**config.mk**
```make
export PLATFORM = sky130hd
export DESIGN_NAME = uart_transmitter_flat
export DESIGN_NICKNAME = d
export VERILOG_FILES = /design/src/rtl/uart_pkg.sv /design/src/rtl/uart_transmitter_if.sv /design/src/rtl/uart_transmitter_bit_timer.sv /design/src/rtl/uart_transmitter.sv /design/src/flat_wrapper.sv
export SDC_FILE = /design/constraint.sdc
export NUM_CORES = 1
export LEC_CHECK = 0
export ABC_AREA = 1
export CAP_MARGIN = 20
export CORE_UTILIZATION = 52
export DETAILED_ROUTE_END_ITERATION = 6
export PLACE_DENSITY_LB_ADDON = 0.12
export SYNTH_ARGS = -nofsm -noshare
export SYNTH_HDL_FRONTEND = slang
export SYNTH_HIERARCHICAL = 1
export SYNTH_SLANG_ARGS = --single-unit
```
**constraint.sdc**
```tcl
create_clock -name clk -period 2.5 [get_ports clk]
set_clock_uncertainty 0.1 [all_clocks]
set_input_delay 0.375 -clock clk [delete_from_list [all_inputs] [get_ports clk]]
set_output_delay 0.375 -clock clk [all_outputs]
set_load 0.005 [all_outputs]
```
**src/rtl/uart_pkg.sv**
```systemverilog
// UART transmit shared types and constants: FSM state encoding, data-width limits, line idle level.
// Latency: n/a (declarations only).
// Backpressure: n/a.
package uart_pkg;

    typedef enum logic [2:0] {
        IDLE,
        START,
        DATA,
        PARITY,
        STOP
    } state_t;

    localparam int   MIN_DATA   = 5;
    localparam int   MAX_DATA   = 8;
    localparam logic IDLE_LEVEL = 1'b1;

endpackage

```
**src/rtl/uart_transmitter_if.sv**
```systemverilog
// Host-side request/config bundle plus serial line and status for the UART transmitter.
// Latency: n/a (wires only).
// Backpressure: tx_start is honoured only while tx_ready is high; requests while busy are dropped.
interface uart_transmitter_if #(
    parameter int PERIOD_BITS = 14,
    parameter int MAX_DATA    = 8
);
    logic [MAX_DATA-1:0]    tx_data;
    logic [3:0]             data_size;
    logic [PERIOD_BITS-1:0] bit_period;
    logic                   parity_en;
    logic                   tx_start;
    logic                   tx_ready;
    logic                   serial_out;
    logic                   tx_busy;
    logic                   tx_done;

    modport master (
        output tx_data, data_size, bit_period, parity_en, tx_start,
        input  tx_ready, serial_out, tx_busy, tx_done
    );

    modport slave (
        input  tx_data, data_size, bit_period, parity_en, tx_start,
        output tx_ready, serial_out, tx_busy, tx_done
    );
endinterface

```
**src/rtl/uart_transmitter_bit_timer.sv**
```systemverilog
// Bit-period timer: counts 1..rollover while enabled, strobes tc on the terminal count and wraps to 1.
// Latency: tc is combinational from the count; clr restarts at 1 so a new bit lasts exactly rollover cycles.
// Backpressure: none; en simply freezes the count.
module tx_bit_timer #(
    parameter int PERIOD_BITS = 14
) (
    input  logic                   clk,
    input  logic                   n_rst,
    input  logic                   clr,
    input  logic                   en,
    input  logic [PERIOD_BITS-1:0] rollover,
    output logic                   tc
);
    logic [PERIOD_BITS-1:0] count;

    // Terminal count: the current cycle is the last one of the bit.
    assign tc = en && !clr && (count >= rollover);

    // Count register: clr marks the first cycle of a new frame, wrap on terminal count.
    always_ff @(posedge clk or negedge n_rst) begin
        if (!n_rst) begin
            count <= '0;
        end else if (clr) begin
            count <= PERIOD_BITS'(1);
        end else if (en) begin
            if (count >= rollover) begin
                count <= PERIOD_BITS'(1);
            end else begin
                count <= count + PERIOD_BITS'(1);
            end
        end
    end
endmodule

```
**src/rtl/uart_transmitter.sv**
```systemverilog
// UART transmit: frames one byte per accepted request as start, 5-8 data bits LSB first, optional even parity, stop.
// Latency: serial_out drops one cycle after accept; tx_done pulses (1+n+p+1)*bit_period+1 cycles after accept.
// Backpressure: tx_ready low for the whole frame; tx_start while busy is ignored, not queued.
module uart_transmitter #(
    parameter int PERIOD_BITS = 14,
    parameter int MAX_DATA    = 8
) (
    input  logic              clk,
    input  logic              n_rst,
    uart_transmitter_if.slave bus
);
    import uart_pkg::*;

    state_t                 state, state_nxt;
    logic [MAX_DATA-1:0]    sh_q, sh_nxt;
    logic [3:0]             size_q, size_nxt;
    logic [3:0]             cnt_q, cnt_nxt;
    logic [PERIOD_BITS-1:0] per_q, per_nxt;
    logic                   pen_q, pen_nxt;
    logic                   par_q, par_nxt;
    logic                   ser_q, ser_nxt;
    logic                   ready_q, busy_q;
    logic                   done_q, done_nxt;
    logic                   accept;
    logic                   tc;
    logic                   timer_en;
    logic [3:0]             size_cl;
    logic [PERIOD_BITS-1:0] per_cl;

    assign accept   = (state == IDLE) && bus.tx_start;
    assign timer_en = (state != IDLE);

    // Clamp the frame config at the input so only legal values are ever latched.
    always_comb begin
        size_cl = bus.data_size;
        if (bus.data_size < 4'(MIN_DATA)) begin
            size_cl = 4'(MIN_DATA);
        end else if (bus.data_size > 4'(MAX_DATA)) begin
            size_cl = 4'(MAX_DATA);
        end
        per_cl = (bus.bit_period == '0) ? PERIOD_BITS'(1) : bus.bit_period;
    end

    tx_bit_timer #(
        .PERIOD_BITS(PERIOD_BITS)
    ) u_bit_timer (
        .clk      (clk),
        .n_rst    (n_rst),
        .clr      (accept),
        .en       (timer_en),
        .rollover (per_q),
        .tc       (tc)
    );

    // Next-state and next-output: the line value is computed for the cycle after each bit boundary.
    always_comb begin
        state_nxt = state;
        sh_nxt    = sh_q;
        size_nxt  = size_q;
        per_nxt   = per_q;
        pen_nxt   = pen_q;
        cnt_nxt   = cnt_q;
        par_nxt   = par_q;
        ser_nxt   = ser_q;
        done_nxt  = 1'b0;
        case (state)
            IDLE: begin
                ser_nxt = IDLE_LEVEL;
                if (bus.tx_start) begin
                    sh_nxt    = bus.tx_data;
                    size_nxt  = size_cl;
                    per_nxt   = per_cl;
                    pen_nxt   = bus.parity_en;
                    cnt_nxt   = '0;
                    par_nxt   = 1'b0;
                    ser_nxt   = 1'b0;
                    state_nxt = START;
                end
            end
            START: begin
                if (tc) begin
                    ser_nxt   = sh_q[0];
                    state_nxt = DATA;
                end
            end
            DATA: begin
                if (tc) begin
                    par_nxt = par_q ^ sh_q[0];
                    sh_nxt  = sh_q >> 1;
                    if (cnt_q == size_q - 4'd1) begin
                        if (pen_q) begin
                            ser_nxt   = par_q ^ sh_q[0];
                            state_nxt = PARITY;
                        end else begin
                            ser_nxt   = 1'b1;
                            state_nxt = STOP;
                        end
                    end else begin
                        cnt_nxt = cnt_q + 4'd1;
                        ser_nxt = sh_nxt[0];
                    end
                end
            end
            PARITY: begin
                if (tc) begin
                    ser_nxt   = 1'b1;
                    state_nxt = STOP;
                end
            end
            STOP: begin
                if (tc) begin
                    ser_nxt   = IDLE_LEVEL;
                    done_nxt  = 1'b1;
                    state_nxt = IDLE;
                end
            end
            default: begin
                ser_nxt   = IDLE_LEVEL;
                state_nxt = IDLE;
            end
        endcase
    end

    // State, frame latches and registered outputs; async reset aborts any frame silently.
    always_ff @(posedge clk or negedge n_rst) begin
        if (!n_rst) begin
            state   <= IDLE;
            sh_q    <= '0;
            size_q  <= '0;
            per_q   <= '0;
            pen_q   <= 1'b0;
            cnt_q   <= '0;
            par_q   <= 1'b0;
            ser_q   <= IDLE_LEVEL;
            ready_q <= 1'b1;
            busy_q  <= 1'b0;
            done_q  <= 1'b0;
        end else begin
            state   <= state_nxt;
            sh_q    <= sh_nxt;
            size_q  <= size_nxt;
            per_q   <= per_nxt;
            pen_q   <= pen_nxt;
            cnt_q   <= cnt_nxt;
            par_q   <= par_nxt;
            ser_q   <= ser_nxt;
            ready_q <= (state_nxt == IDLE);
            busy_q  <= (state_nxt != IDLE);
            done_q  <= done_nxt;
        end
    end

    assign bus.serial_out = ser_q;
    assign bus.tx_ready   = ready_q;
    assign bus.tx_busy    = busy_q;
    assign bus.tx_done    = done_q;
endmodule

```
**src/flat_wrapper.sv**
```systemverilog
// flat-port wrapper written by rule: the top's interface ports become plain ports
module uart_transmitter_flat import uart_pkg::*;
#(
    parameter int PERIOD_BITS = 14,
    parameter int MAX_DATA    = 8
)
  (clk, n_rst, bus_tx_data, bus_data_size, bus_bit_period, bus_parity_en, bus_tx_start, bus_tx_ready, bus_serial_out, bus_tx_busy, bus_tx_done);
  uart_transmitter_if #(.PERIOD_BITS(PERIOD_BITS), .MAX_DATA(MAX_DATA)) bus_i ();
  input  logic clk;
  input  logic n_rst;
  input wire logic [$bits(bus_i.tx_data)-1:0] bus_tx_data;
  input wire logic [$bits(bus_i.data_size)-1:0] bus_data_size;
  input wire logic [$bits(bus_i.bit_period)-1:0] bus_bit_period;
  input wire logic [$bits(bus_i.parity_en)-1:0] bus_parity_en;
  input wire logic [$bits(bus_i.tx_start)-1:0] bus_tx_start;
  output wire logic [$bits(bus_i.tx_ready)-1:0] bus_tx_ready;
  output wire logic [$bits(bus_i.serial_out)-1:0] bus_serial_out;
  output wire logic [$bits(bus_i.tx_busy)-1:0] bus_tx_busy;
  output wire logic [$bits(bus_i.tx_done)-1:0] bus_tx_done;
  assign bus_i.tx_data = bus_tx_data;
  assign bus_i.data_size = bus_data_size;
  assign bus_i.bit_period = bus_bit_period;
  assign bus_i.parity_en = bus_parity_en;
  assign bus_i.tx_start = bus_tx_start;
  assign bus_tx_ready = bus_i.tx_ready;
  assign bus_serial_out = bus_i.serial_out;
  assign bus_tx_busy = bus_i.tx_busy;
  assign bus_tx_done = bus_i.tx_done;
  uart_transmitter #(.PERIOD_BITS(PERIOD_BITS), .MAX_DATA(MAX_DATA)) u_core (.clk(clk), .n_rst(n_rst), .bus(bus_i));
endmodule
```
# Yosys cells after proc, flatten, opt, wreduce, memory -nomap -nowiden
# Cells that the tools add are included.
# totals
inputBits	30
output_inout_bits	4
word_cells	78
register_bits	53
# op_classes
eq_ne	10
magnitude_cmp	3
bitwise	1
reduce_logical	16
addsub	3
mux	33
# op_table
op	count
$mux 14	4
$mux 3	7
$mux 4	5
$mux 8	2
$pmux 8 s2	1
$pmux 3 s5	1
$add 14x1->14 const B	1
$ge 14x14->1	1
$logic_not 14->1	1
$mux 1	10
$pmux 4 s2	1
$eq 3x2->1 const B	2
$logic_not 3->1	2
$ne 2x1->1 const B	3
$reduce_and 3->1	2
$reduce_bool 3->1	2
$add 4x1->4 const B	1
$eq 4x4->1	1
$gt 4x4->1 const B	1
$lt 4x3->1 const B	1
$ne 2x2->1 const B	2
$pmux 1 s4	1
$reduce_and 4->1	1
$reduce_bool 2->1	2
9 further kinds	11

# Longest topological paths before layout
# depth
depth_word	8
ltp_mapped	19

# Hierarchy
# Netlist, hierarchy kept.
# by_module_without_submodules
module	area_each_um2	cells_each	seq_area_each_um2	n_inst
uart_transmitter	1955.6	236	978.4	1
tx_bit_timer	1395.1	209	350.3	1

# Worst setup path before layout
# OpenSTA, ideal clock, no wires.
# synth_path
kind	register to register
from	reg u_core.u_bit_timer.count[5]
to	reg u_core.busy_q, in the netlist u_core/bus.tx_busy
synth_period_minus_slack_ps	2497
n_path_buf	1
t_arrival_ps	2281
stages_incl_launch_ff	18
setup_slack_ps	3
path_cell_list	dfrtp_1 -> ha_1 -> nand2_1 -> nor2_1 -> nand2_1 -> inv_1 -> nor2_1 -> nor2_2 -> nor2_4 -> buf_8 -> nor3_2 -> inv_1 -> nand3_1 -> nor2_1 -> a211oi_2 -> nand4_1 -> inv_1 -> nand2_1
# synth_via
elab_chain_cells	5
word_cells_on_any_way	8
# synth_lines
item	line_no	source
start, declared	uart_transmitter_bit_timer.sv:14	logic [PERIOD_BITS-1:0] count;
start signal, assigned	uart_transmitter_bit_timer.sv:29	count <= count + PERIOD_BITS'(1);
$ge 14x14->1 *	uart_transmitter_bit_timer.sv:17	assign tc = en && !clr && (count >= rollover);
$logic_and 1x1->1 *	uart_transmitter_bit_timer.sv:17	
named net u_core.tc	uart_transmitter.sv:25	logic tc;
$mux 3 (on tied branches)	-	
$pmux 3 s5 *	uart_transmitter.sv:66	case (state)
$reduce_bool 3->1 *	uart_transmitter.sv:148	busy_q <= (state_nxt != IDLE);
end signal, assigned	uart_transmitter.sv:148	
end, declared	uart_transmitter.sv:22	logic ready_q, busy_q;
# The timed path passes the listed nets; every way through them passes the cells marked *.
# A chain may end at the register's enable or synchronous reset.

# Worst setup path in the final report
# Ends and elaborated chain as after synthesis.

==> results.toml <==
[logic_synthesis]
synthAdderAreaFrac_pct = 6.35
synth_edf_count = 0
synth_compound_area_share_pct = 6.95
synth_top_family_by_area = "simple AND/OR/NAND/NOR gates"
async_flop_share_pct = 100
yosys-top-cells-area = "dfrtp_1, nand2_1, inv_1"
synth.net_count = 492
yosys_warnings = 6
avgSynthCellArea_um2 = 7.53
synth_flop_cell = "dfrtp_1"
synth-xor-area-share_pct = 3.40
synth_seq_cells = 53
netlist.area_leader.share_pct = 38.1
synthMuxAreaShare_pct = 0
synth_simple_gate_area_share_pct = 34.1
netlist_area_um2 = 3350
yosysSeqAreaShare_pct = 39.7
yosysTopAreaCell = "dfrtp_1"
syn_inst = 445
synthDistinctLibCells = 40

[grt]
grt_first_pass_wirelength_um = 12200
grt_pass1_vias = 2755
grt_overflow = 0
antenna_found_initial = 0
track_usage_pct = 23.9
grt_max_degree = 32

[floorplanning]
fp.dieArea_um2 = 6770
initial_core_util_pct = 55.3
ios = 34
die_x_um = 82.3
core-area_um2 = 6060
rows = 28
die_h_um = 82.3

[critical_path]
worstSetupPathType = "reg -> reg"
crit_required_ns = 2.61
cp_max_fo = 6
worstPathArrival_ns = 2.51
setup.worst_path.end_class = "register"
startpoint_type = "register"

[cells_and_area]
area_delta_synth_final_pct = 25.0
final_util_pct = 69.1
design_area_um2 = 4190
drive_gt1_share_pct = 21.4
nets = 555
insertedDiodeCount = 0
final_cell_mix = "nand2_1, inv_1, dfrtp_1"
final_common_cell = "nand2_1"

[timing]
maxClockFrequency_ghz = 0.417
hold_viol_final = 0
setup_slack_ns = 0.0997
fin_crit_ns = 2.40
finalSetupViolCount = 0
slew_headroom_pct = 39.5
rsz0062_at_grt = "true"
period_share_pct = 96.0
slew_violations = 0
worst_slew_pin_slew_ns = 0.905

[clock_tree]
cts_root_buf = "clkbuf_8"
numCtsBuffers = 5
htree_num_levels = 2
path_clk_slew_ns = 0.10
cts_buffer_depth = 2
clock_latency_ns = 0.31
cts_tree = "yes"
cts.sinks = 53

[power]
p_per_area_nw_per_um2 = 979
p_leak_nw = 2.14
report.power.total_mw = 4.10
irDropWorstVdd_uv = 727

[routing]
drt-initial-drc-count = 139
dr.pass1.iters = 4
ant_nets = 0
wire_per_inst_um = 13.1
via_per_inst = 5.13
vias = 2998
wl_um = 7660
drc = 0

[status]
status = "completed"

[placed_design]
place_ws_ns = 0.0438
dp_hpwl_um = 5550
gp_congestion = 0.839
dpl_cell_area_um2 = 3870
port_buffers = 33

[hold_path]
hp-class = "reg -> reg"

[job]
max-cap-violations = 0
[metrics by stage]
step	TNS [ns]	cells	hold slack [ns]
CTS	0	574	0.390
floorplan	0	445	-0.0206
global placement	0	564	0.294
detailed placement	0	565	0.298
global route	-0.194	584	0.405
finish	0	584	0.387
[cell families (layout without fill, tap and decap cells)]
logic type | count (synthesis) | in the layout
compound gates | 38 | 38
xor+xnor | 13 | 13
fa+ha+maj | 17 | 17
buf+inv | 77 | 141
flops | 53 | 53
simple gates | 247 | 247
[layout make-up]
cell class                      count  area (um2)
Clock buffer                        6        72.6
Clock inverter                      2        10.0
Fill cell                         540        1870
Inverter                           69         262
Multi-Input combinational cell    315        1850
Sequential cell                    53        1330
Tap cell                           75        93.8
Timing Repair Buffer               64         573
[routing by layer]
layer,share of wire [%],track usage (%),wire length (um)
met3,3.3,3.41,256
met2,50,43.1,3860
met1,43,27.9,3330
met5,0,0,0
met4,2.8,10.7,218
[state kept, by name, indices dropped and copies added (netlist names)]
register,count
u_core/per_q,14
u_core/u_bit_timer/count,14
u_core/sh_q,8
u_core/cnt_q,4
u_core/size_q,4
u_core/state,3
u_core/bus.serial_out,1
u_core/bus.tx_busy,1
u_core/bus.tx_done,1
u_core/bus.tx_ready,1
u_core/par_q,1
u_core/pen_q,1
[cell usage after synthesis, types with 5 or more instances]
library cell,count
nand3_1,19
o211ai_1,5
nand3_2,10
dfrtp_1,51
nor2_1,27
ha_1,17
nand2_2,7
inv_1,61
inv_2,7
a21oi_1,6
xor2_1,9
o21ai_1,12
nor2_2,5
nand2_1,156
nand4_1,8
[path summary, 6_finish.rpt]
kind	startpoint	to	depth (start not counted)	slack, ns
min in group asynchronous	n_rst	u_core/per_q[0]$_DFFE_PN0P_	2	0.47
min	u_core/per_q[1]$_DFFE_PN0P_	u_core/per_q[1]$_DFFE_PN0P_	2	0.39
max in group asynchronous	n_rst	u_core/bus.serial_out$_DFFE_PN1P_	3	1.19
max	u_core/u_bit_timer/count[5]$_DFFE_PN0P_	u_core/bus.tx_busy$_DFF_PN0_	16	0.1
min reg2reg	u_core/per_q[1]$_DFFE_PN0P_	u_core/per_q[1]$_DFFE_PN0P_	2	0.39
max reg2reg	u_core/u_bit_timer/count[5]$_DFFE_PN0P_	u_core/bus.tx_busy$_DFF_PN0_	16	0.1
[power breakdown]
part           switching [mW]  internal, mW
logic                    1.29         0.934
registers               0.226          1.17
clock network           0.286         0.195
total                    1.80          2.30
[repair_timing]
item                                   4_1_cts  5_1_grt
resized for setup                            0       30
endpoints found under the hold margin       22        0
setup buffers                                0       10
hold buffers                                 1        0
setup endpoints to repair                    0       13
[worst max-delay path, cell delays in order (launching register included)]
cell      delay (ns)
dfrtp_1         0.45
ha_4            0.31
nand2_4         0.06
nor2_4          0.12
nand2_2         0.07
inv_2           0.05
nor2_1          0.04
nor2_2          0.15
nor2_4          0.07
nor3_4          0.20
inv_2           0.10
nand3_2         0.09
nor2_2          0.04
a211oi_2        0.17
nand4_1         0.15
inv_1           0.08
nand2_1         0.05
No activity file was read; power rests on OpenSTA's default activity.
==> RTL edit 1: new RTL, same flow settings <==
`MAX_DATA` is set to 8 in 4 places; all go to 16.
--- a/src/rtl/uart_pkg.sv
+++ b/src/rtl/uart_pkg.sv
@@ -14,3 +14,3 @@
     localparam int   MIN_DATA   = 5;
-    localparam int   MAX_DATA   = 8;
+    localparam int   MAX_DATA   = 16;
     localparam logic IDLE_LEVEL = 1'b1;
--- a/src/rtl/uart_transmitter_if.sv
+++ b/src/rtl/uart_transmitter_if.sv
@@ -5,3 +5,3 @@
     parameter int PERIOD_BITS = 14,
-    parameter int MAX_DATA    = 8
+    parameter int MAX_DATA    = 16
 );
--- a/src/rtl/uart_transmitter.sv
+++ b/src/rtl/uart_transmitter.sv
@@ -5,3 +5,3 @@
     parameter int PERIOD_BITS = 14,
-    parameter int MAX_DATA    = 8
+    parameter int MAX_DATA    = 16
 ) (
--- a/src/flat_wrapper.sv
+++ b/src/flat_wrapper.sv
@@ -4,3 +4,3 @@
     parameter int PERIOD_BITS = 14,
-    parameter int MAX_DATA    = 8
+    parameter int MAX_DATA    = 16
 )
Ports: changed (resized bus_tx_data); port bits go from 34 to 42. The function was not compared with the original's and may differ.
==> RTL edit 1 against the unedited design <==
Utilization grew 1.3 points; design area is 14% higher; setup slack worse by 0.017 ns; global-route usage shrank 0.88 points; hold slack lost 0.017 ns; total power increased by 9.8%; area after synthesis increased by 9.3%; sequential share of layout area increased by 0.28 points; via count rose by 10%; routed wire length increased by 9.9%; cell count increased by 11%; sequential cell count grew 8; highest routed layer unchanged.
==> RTL edit 1: results (changes against the unedited design) <==
[yosys]
syn_inst = 483  ; +8.5%
synthAdderAreaFrac_pct = 5.806  ; -0.54 points
yosys.area_share.xor_xnor_pct = 2.869  ; -0.53 points
ys_seq_area_share_pct = 41.73  ; +2.1 points
synth-compound-area-share_pct = 9.460  ; +2.5 points
yosysUniqueCellTypes = 35  ; -13%
synth_area_leaders = dfrtp_1 (40%), nand2_1 (16%), inv_1 (7.6%)
netlist_top_cells_count = nand2_1 (159), inv_1 (74), dfrtp_1 (59)

[final_layout]
clk_share_pct = 5.393  ; +3.4 points
num-multi-input-gates = 330  ; +4.8%
seq_area_sq_um = 1531  ; +15%
seq_area_share_pct = 32.04  ; +0.28 points
multi_input_area_share_pct = 39.69  ; -4.4 points
inv_count = 79  ; +14%
nonClockBufferCount = 68  ; +6.3%

[pwr]
vdd_drop_max_v = 0.0004833  ; -34%

[placement]
hpwl_microns = 5612  ; +1.2%
dp_cells = 621  ; +9.9%
gp_congestion = 0.9166  ; +9.3%
dpl_cell_area_sq_um = 4230  ; +9.2%

[routing]
wl_microns = 8424  ; +9.9%
wire_per_inst_microns = 12.96  ; -1.2%

[grt]
track_usage_pct = 23.01  ; -0.88 points
grt_pass1_wl_microns = 13140  ; +7.8%

[clock_network]
path_clk_slew_ns = 0.07  ; -0.03 ns
cts_buffers = 9  ; +4
htreeDepth = 3  ; +1

[setup_path]
timing.reg2reg.setup_slack_ns = 0.08  ; -0.02 ns
critPathMaxFanout = 8  ; +2

[sta]
tightest_slew_ns = 0.8942  ; -0.01046 ns

[floorplan]
dieArea_sq_um = 7385  ; +9.1%

[outcome]
outcome = completed

-- RTL edit 1: cell count changes after synthesis, sizes merged, moves of 3 or more --
| cell | change |
|---|---|
| a21oi | +5 |
| clkbuf | +3 |
| dfrtp | +8 |
| inv | +10 |
| nand4 | -4 |
| nor2 | -6 |
| nor3 | +3 |
| o211ai | +9 |
| o21ai | +13 |
-- RTL edit 1: worst max-delay path by stage --
stage,cells past startpoint,end,slack (ns)
2_1_floorplan,15,u_core/sh_q[3]$_DFFE_PN0P_,0.04
3_3_place_gp,13,u_core/cnt_q[2]$_DFFE_PN0P_,0.17
3_5_place_dp,12,u_core/sh_q[11]$_DFFE_PN0P_,0.1
4_1_cts,12,u_core/sh_q[11]$_DFFE_PN0P_,0.07
5_1_grt,12,u_core/sh_q[0]$_DFFE_PN0P_,-0.04
6_report,14,u_core/sh_q[8]$_DFFE_PN0P_,0.08
-- RTL edit 1: layer usage --
metal	up-vias	GRT usage, %	part of all wire [%]
met5	-	0	0
met4	0	13.48	2.7
met3	19	5.294	3.0
met2	73	39.47	52
met1	1555	26.18	42
li1	1660	-	-
-- RTL edit 1: cell families (layout without fill, tap and decap cells) --
family,count (synthesis),in the layout
AOI/OAI and AO/OA,59,59
and+or+nand+nor,242,242
adders and majority gates,17,17
xor gates and xnor gates,12,12
DFF,61,61
buffers and inverters,92,163
-- RTL edit 1: power by group through the flow --
stage / clock network [W] / logic (W) / registers [W]
finish: 0.00112 / 0.00184 / 0.00154
global route: 0.00119 / 0.00209 / 0.00157
CTS: 0.00114 / 0.00152 / 0.00153
detailed placement: 0 / 0.00150 / 0.00155
global placement: 0 / 0.00145 / 0.00154
floorplan: 0 / 0.00111 / 0.00150
==> RTL edit 2: new RTL, same flow settings <==
Without the edit above. Encoding of `state_t`: now Gray code (3 bits for 5 states).
--- a/src/rtl/uart_pkg.sv
+++ b/src/rtl/uart_pkg.sv
@@ -6,7 +6,7 @@
     typedef enum logic [2:0] {
-        IDLE,
-        START,
-        DATA,
-        PARITY,
-        STOP
+        IDLE   = 3'b000,
+        START  = 3'b001,
+        DATA   = 3'b011,
+        PARITY = 3'b010,
+        STOP   = 3'b110
     } state_t;
Check against the original RTL: same outputs for any inputs over 10 cycles, from zero or initial values and one cycle with n_rst low; not proved beyond that.
==> RTL edit 2 against the unedited design <==
Routed wire length is 15% lower; first-iteration DRC count down 24%; largest cell class unchanged; critical path depth fell by 3; setup slack improved by 0.084 ns; hold slack worse by 0.31 ns; utilization shrank 5.7 points; total power down 16%; area after synthesis is 1.0% lower; synthesized cell count increased by 0.67%; sequential cell count is the same; design area fell by 8.8%; clock power is 4% higher; critical endpoint is now u_core/sh_q[4]$_DFFE_PN0P_.
==> RTL edit 2: results (changes against the unedited design) <==
[outcome]
outcome = completed

[clock_network]
cts_buffer_depth = 2  ; unchanged
cts_root_buffer = clkbuf_8
cts_buffers = 5  ; unchanged
path_clk_slew_ns = 0.10  ; about the same
htreeDepth = 2  ; unchanged
clk_latency_ns = 0.31  ; about the same
ctsHoldBuffers = 0  ; -1

[grt]
grtUsageMet1_pct = 27.69  ; -0.19 points
use_met2_pct = 39.42  ; -3.7 points
track_usage_pct = 22.54  ; -1.3 points
grt_use_met3_pct = 3.778  ; +0.37 points
grt_max_degree = 54  ; +69%
antenna_found_initial = 0  ; unchanged
grt_pass1_vias = 2609  ; -5.3%
grt_pass1_wl_microns = 11460  ; -5.9%

[yosys]
yosys.area_share.xor_xnor_pct = 2.376  ; -1.0 points
syn_inst = 448  ; +0.67%
yosys_warnings = 6  ; unchanged
synth_nets = 495  ; +0.61%
netlist_top_cells_count = nand2_1 (161), inv_1 (67), dfrtp_1 (51)
synthAdderAreaFrac_pct = 6.413  ; +0.065 points
yosysUniqueCellTypes = 34  ; -15%
ys_seq_area_share_pct = 40.06  ; +0.40 points
synth-compound-area-share_pct = 6.488  ; -0.46 points
synth_area_leaders = dfrtp_1 (38%), nand2_1 (18%), inv_1 (7.6%)
async_reset_ff_share_pct = 100.0  ; unchanged

[routing]
drtPass1Iterations = 4  ; unchanged
met3_length_microns = 155  ; -39%
drtIter0Drc = 105  ; -24%
wl_met2_microns = 3254  ; -16%
vias = 2805  ; -6.4%
wl_microns = 6543  ; -15%
met1Wirelength_microns = 2988  ; -10%

[final_layout]
nFillCells = 545  ; +0.93%
nNetsFinal = 534  ; -3.8%
final_cells = 563  ; -3.6%
largestRegisters = u_core/per_q x14, u_core/u_bit_timer/count x14, u_core/sh_q x8
layout-drive-gt1-share_pct = 10.86  ; -11 points

[setup_path]
worstPathArrival_ns = 2.45  ; -0.06 ns
critPathMaxFanout = 17  ; +11
crit_path_max_incr_delay_ns = 0.47  ; +0.02 ns
crit_path_top_delay_cell = dfrtp_1

[sta]
tightest_slew_ns = 0.9376  ; +0.03292 ns

[placement]
gp_congestion = 0.9249  ; +10%
hpwl_microns = 4979  ; -10%
dp_slack_ns = 0.1192  ; +0.07540 ns
dpl_cell_area_sq_um = 3720  ; -4.0%
port_buffers = 33  ; unchanged

[pwr]
vdd_drop_max_v = 0.0005340  ; -27%
power_leakage_nw = 2.004  ; -6.5%

[min_path]
hp-class = input port to asynchronous set/reset pin

## RTL edit 2: final cells by class
class	instances	area [sq um]	share of cell area [%]
flip-flops and latches	53	1329	34.77
clock inverters	3	26.28	0.6876
multi-input cells	314	1648	43.12
inverters	72	270.3	7.073
well taps	75	93.84	2.456
repair buffers	41	385.4	10.09
clock buffers	5	68.82	1.801
## RTL edit 2: power by group
group | internal, W | total [W] | switching [W]
Combinational | 0.000609 | 0.00161 | 0.00100
Clock | 0.000205 | 0.000502 | 0.000298
Sequential | 0.00116 | 0.00133 | 0.000174
## RTL edit 2: logic make-up (layout without fill, tap and decap cells)
family / count (synthesis) / after routing
compound gates: 37 / 37
xor+xnor: 9 / 9
fa+ha+maj: 17 / 17
buf+inv: 81 / 121
flops: 53 / 53
simple gates: 251 / 251
## RTL edit 2: final timing paths
path,from,slack (ns),end,cells past startpoint
max,u_core/u_bit_timer/count[5]$_DFFE_PN0P_,0.18,u_core/sh_q[4]$_DFFE_PN0P_,13
min,n_rst,0.07,u_core/per_q[2]$_DFFE_PN0P_,2
max reg2reg,u_core/u_bit_timer/count[5]$_DFFE_PN0P_,0.18,u_core/sh_q[4]$_DFFE_PN0P_,13
min reg2reg,u_core/pen_q$_DFFE_PN0P_,0.37,u_core/state[2]$_DFF_PN0_,1
max in group asynchronous,n_rst,1.77,u_core/per_q[1]$_DFFE_PN0P_,2
min in group clk,u_core/pen_q$_DFFE_PN0P_,0.37,u_core/state[2]$_DFF_PN0_,1
## RTL edit 2: worst max-delay path: cells and delay by family (launching register included)
kind,cells,cell delay [ns]
AOI/OAI and AO/OA,2,0.23
DFF,1,0.47
buffers and inverters,1,0.05
adders and majority gates,1,0.32
and+or+nand+nor,9,1.05
